--- src/rtl/button_conditioner_bank.sv ---
// N-channel push-button conditioner: 2-FF synchroniser, counter debouncer and
// edge detector per channel, with registered press/release strobes.
// Optional auto-repeat while held is enabled by defining HOLD_REPEAT_EN.
module button_conditioner_bank #(
  parameter int unsigned N_CH          = 4,
  parameter int unsigned DB_CYCLES     = 500000,
  parameter int unsigned ACTIVE_LOW_IN = 0,
  parameter int unsigned REPEAT_DELAY  = 50000000,
  parameter int unsigned REPEAT_PERIOD = 10000000
) (
  input  logic            clk,
  input  logic            reset,
  input  logic [N_CH-1:0] btn_in,
  output logic [N_CH-1:0] level,
  output logic [N_CH-1:0] press_pulse,
  output logic [N_CH-1:0] release_pulse,
  output logic [N_CH-1:0] repeat_pulse,
  output logic            any_press
);

  localparam int unsigned     CntW   = $clog2(DB_CYCLES);
  localparam logic [CntW-1:0] CntMax = CntW'(DB_CYCLES - 1);
  localparam logic            InvIn  = (ACTIVE_LOW_IN != 0);
  // Raw level of a released button, so the synchroniser restarts "not pressed".
  localparam logic [N_CH-1:0] IdleRaw = {N_CH{InvIn}};

  logic [N_CH-1:0] s1_q, s2_q;
  logic [N_CH-1:0] pressed;
  logic [CntW-1:0] cnt_q [N_CH];
  logic [CntW-1:0] cnt_d [N_CH];
  logic [N_CH-1:0] level_q, level_d;
  logic [N_CH-1:0] press_q, press_d;
  logic [N_CH-1:0] release_q, release_d;
  logic            any_q;

  assign pressed = s2_q ^ {N_CH{InvIn}};

  // Debounce: level follows pressed only after DB_CYCLES consecutive disagreeing samples.
  always_comb begin
    level_d   = level_q;
    press_d   = '0;
    release_d = '0;
    for (int i = 0; i < N_CH; i++) begin
      cnt_d[i] = '0;
      if (pressed[i] != level_q[i]) begin
        if (cnt_q[i] == CntMax) begin
          level_d[i]   = pressed[i];
          press_d[i]   = pressed[i];
          release_d[i] = ~pressed[i];
        end else begin
          cnt_d[i] = cnt_q[i] + CntW'(1);
        end
      end
    end
  end

  // Synchroniser, debounce counters, level and strobe registers.
  always_ff @(posedge clk) begin
    if (!reset) begin
      s1_q      <= IdleRaw;
      s2_q      <= IdleRaw;
      level_q   <= '0;
      press_q   <= '0;
      release_q <= '0;
      any_q     <= 1'b0;
      for (int i = 0; i < N_CH; i++) cnt_q[i] <= '0;
    end else begin
      s1_q      <= btn_in;
      s2_q      <= s1_q;
      level_q   <= level_d;
      press_q   <= press_d;
      release_q <= release_d;
      any_q     <= |press_d;
      for (int i = 0; i < N_CH; i++) cnt_q[i] <= cnt_d[i];
    end
  end

  assign level         = level_q;
  assign press_pulse   = press_q;
  assign release_pulse = release_q;
  assign any_press     = any_q;

`ifdef HOLD_REPEAT_EN
  localparam int unsigned HoldMax  = (REPEAT_DELAY > REPEAT_PERIOD) ? REPEAT_DELAY : REPEAT_PERIOD;
  localparam int unsigned HoldW    = (HoldMax > 2) ? $clog2(HoldMax) : 1;
  localparam logic [HoldW-1:0] DelayLast  = HoldW'(REPEAT_DELAY - 1);
  localparam logic [HoldW-1:0] PeriodLast = HoldW'(REPEAT_PERIOD - 1);

  logic [HoldW-1:0] hold_q [N_CH];
  logic [HoldW-1:0] hold_d [N_CH];
  logic [N_CH-1:0]  first_q, first_d;
  logic [N_CH-1:0]  repeat_q, repeat_d;

  // Hold timer: runs only while held both before and after this edge, so a press
  // edge restarts it and a release edge cancels a strobe due in the same cycle.
  always_comb begin
    first_d  = first_q;
    repeat_d = '0;
    for (int i = 0; i < N_CH; i++) begin
      hold_d[i] = hold_q[i];
      if (!level_q[i] || !level_d[i]) begin
        hold_d[i]  = '0;
        first_d[i] = 1'b1;
      end else if (hold_q[i] == (first_q[i] ? DelayLast : PeriodLast)) begin
        hold_d[i]   = '0;
        first_d[i]  = 1'b0;
        repeat_d[i] = 1'b1;
      end else begin
        hold_d[i] = hold_q[i] + HoldW'(1);
      end
    end
  end

  // Hold counter and repeat strobe registers.
  always_ff @(posedge clk) begin
    if (!reset) begin
      first_q  <= '1;
      repeat_q <= '0;
      for (int i = 0; i < N_CH; i++) hold_q[i] <= '0;
    end else begin
      first_q  <= first_d;
      repeat_q <= repeat_d;
      for (int i = 0; i < N_CH; i++) hold_q[i] <= hold_d[i];
    end
  end

  assign repeat_pulse = repeat_q;
`else
  logic unused_repeat_cfg;
  assign unused_repeat_cfg = ^{REPEAT_DELAY, REPEAT_PERIOD};
  assign repeat_pulse      = '0;
`endif

endmodule
--- config.mk ---
export PLATFORM = sky130hd
export DESIGN_NAME = button_conditioner_bank
export DESIGN_NICKNAME = d
export VERILOG_FILES = /design/src/rtl/button_conditioner_bank.sv
export SDC_FILE = /design/constraint.sdc
export NUM_CORES = 1
export LEC_CHECK = 0
export ABC_CLOCK_PERIOD_IN_PS = 2100
export CORE_AREA = 2 2 122 77
export CTS_BUF_LIST = sky130_fd_sc_hd__clkbuf_16
export DETAILED_ROUTE_END_ITERATION = 10
export DIE_AREA = 0 0 124 79
export DONT_BUFFER_PORTS = 1
export GPL_TIMING_DRIVEN = 0
export PLACE_DENSITY = 0.69
export SLEW_MARGIN = 25
export SYNTH_ARGS = -nofsm -noshare
export SYNTH_HDL_FRONTEND = slang
export SYNTH_SLANG_ARGS = --single-unit
--- constraint.sdc ---
create_clock -name clk -period 2.1 [get_ports clk]
set_input_delay 0.42 -clock clk [delete_from_list [all_inputs] [get_ports clk]]
set_output_delay 0.42 -clock clk [all_outputs]
set_load 0.05 [all_outputs]
==> metrics.cfg <==
[final_layout]
finalNetCount=510
syn2layout_area_growth_pct=13.87
final_util=0.5507
fin_cells=622
fin_area_um2=4837
drive_gt1_frac=0.1091

[setup_path]
slowest_stage=or3_2
crit_required_ns=2.38
max_stage_delay_ns=0.58
path_class=reg2reg
path_max_fanout=4
crit_family=simple AND/OR/NAND/NOR gates
path_cells=ha_2, nand4_1, or3_2, or4_1, a21oi_1
crit_buf_inv=0
worstSetupEndpointType=register
critPathArrivalTime_ns=2.28
crit_path_start_kind=register

[die]
fp.dieArea_um2=9796
die_w_um=124
core_area_um2=8783
die_y_um=79
rows=27
io_pins=23
start_util=0.4836

[placed_design]
port_buffers=0
gp_congestion=0.8235
place_area_um2=4404
place_worst_setup_slack_ns=-0.3745
dp.cells=594
hpwl_um=6249

[clock_tree]
cts-root-buf=clkbuf_16
clkTransAtPathRegs_ns=0.07
cts.path.max_buffers=2
cts_buffers=9
postCtsHoldBufs=0
htree_levels=3
clkLatencyLatePin_ns=0.34
tritoncts=done
cts_sinks=97

[drt]
post-route-drc-count=0
vias_per_cell=5.405
wl_per_cell_um=14.03
vias=3362
drt_iter0_drc=222
drt_wl_total_um=8729
ant_nets=0
first_pass_iters=5

[flow_run]
drv_cap=0

[timing]
hold-worst-slack_ns=0.1988
fin_crit_ns=2.003
slew_violations=0
fin_ws_ns=0.09710
setup_tns_ns=0
final-setup-viol-count=0
fin_crit_sh=0.9538
tightest_slew_ns=0.6021
hold_viol=0
max_freq_mhz=499.3
slew_headroom=0.5981
rsz0062_at_grt=no
fin_worst_skew_ns=0.006585

[power]
finalPower_mw=3.511
irDropWorstVdd_v=0.0004347
leakage_nw=1.535
p_per_area_nw_per_um2=725.8

[yosys]
syn_inst=475
synth_area_leader_cell=dfxtp_1
yosysWarnings=0
avgSynthCellArea_um2=8.943
async_flop_share=0
synth_edf_count=0
yosysSeqAreaShare=0.4571
yosys_register_bits=97
synth.most_common_cell=dfxtp_1
ys_types=46
syn_area_um2=4248
synth_common_cells=dfxtp_1 (97), nor2_1 (65), nand2_1 (29)
synth_area_leaders=dfxtp_1 (46%), nor2_1 (5.7%), xor2_1 (5.6%)
yosys_most_used_dff=dfxtp_1
synth_top_area_frac=0.4571

[run_status]
outcome=finished, final reports clean

[global_route]
gr-total-overflow=0
antenna_found_initial=2
grt_start_max_net_pins=16
grt_first_pass_wirelength_um=14490
grt_usage=0.1908
grt_pass1_vias=3121

[hold_path]
hp-class=in2reg

[state kept, by name (all words and copies together), names as in the netlist]
signal / flops
release_pulse: 4
press_pulse: 4
any_press: 1
cnt_q: 76
s1_q: 4
pressed: 4
level: 4
[path summary, 6_finish.rpt]
kind | slack (ns) | endpoint | cells after the start | startpoint
setup / recovery | 0.1 | cnt_q[3][18] | 5 | cnt_q[3][0]
hold / removal | 0.20 | s1_q[1] | 1 | btn_in[1]
setup reg to reg | 0.1 | cnt_q[3][18] | 5 | cnt_q[3][0]
hold reg to reg | 0.43 | pressed[1] | 1 | s1_q[1]
[kinds of logic (layout without fill, tap and decap cells)]
| kind of cell | count (synthesis) | after routing | synth area share |
|---|---|---|---|
| xor gates and xnor gates | 47 | 47 | 0.09691 |
| other | 1 | 6 | 0.0008828 |
| DFF | 97 | 97 | 0.4571 |
| adders and majority gates | 4 | 4 | 0.01178 |
| AOI/OAI and AO/OA | 55 | 55 | 0.08395 |
| and+or+nand+nor | 242 | 242 | 0.3158 |
| buffers and inverters | 29 | 55 | 0.03358 |
[where the power goes]
group	total, mW	switching (mW)	internal [mW]
registers	1.85	0.00521	1.85
logic	0.0739	0.0478	0.0261
clock network	1.58	0.674	0.909
[layout make-up]
type                            instances  area (um2)
Fill cell                             791        3946
Multi-Input combinational cell        352        2226
Sequential cell                        97        1944
Clock buffer                            9       225.2
Tap cell                              116       145.1
Buffer                                 14       91.34
Timing Repair Buffer                   11       82.58
Clock inverter                          6       61.31
Inverter                               15       56.30
Antenna cell                            2       5.005
[cell usage in the layout (no fill, tap or decap), drive strengths merged, types with 2 or more instances in the layout]
cell      netlist  routed
o221ai          4       4
and2           12      12
and3           19      19
xor2           27      27
clkinvlp        0       2
xnor2          20      20
or4b            3       3
nor2b           4       4
or3            16      16
clkinv          0       2
nand3b          2       2
nor4b           8       8
nor2           65      65
and4            6       6
conb            1       4
inv            15      16
nand2b          2       2
nor4            8       8
dfxtp          97      97
and2b           2       2
o41ai           2       2
nor3            7       7
ha              4       4
o21a            2       2
diode           0       2
nand4          19      19
buf             9      19
o21ai          14      14
or4            10      10
clkbuf          5      15
nand3          26      26
nand2          29      29
o31ai           8       8
a21oi          24      24
[worst reg2reg max path, delay by kind of cell, from the launching register on]
| family | cells | cell delay (ns) |
|---|---|---|
| compound gates | 1 | 0.15 |
| fa+ha+maj | 1 | 0.23 |
| flops | 1 | 0.38 |
| simple gates | 3 | 1.18 |
[repair_timing]
action	in CTS	in global routing
cloned	0	0
endpoints found under the setup margin	43	23
resized for setup	6	6
pin swaps	2	2
buffers inserted	4	7
[per-layer routing]
metal  up-vias  global-route usage  routed length, um  part of all wire
met5         -                   0                  0                 0
met4         0             0.07191                133             0.015
met3        12             0.06250                453             0.052
met2        60              0.2758               3758              0.43
met1      1561              0.2632               4384              0.50
li1       1729                   -                  -                 -
Power figures use the tool's default switching activity.
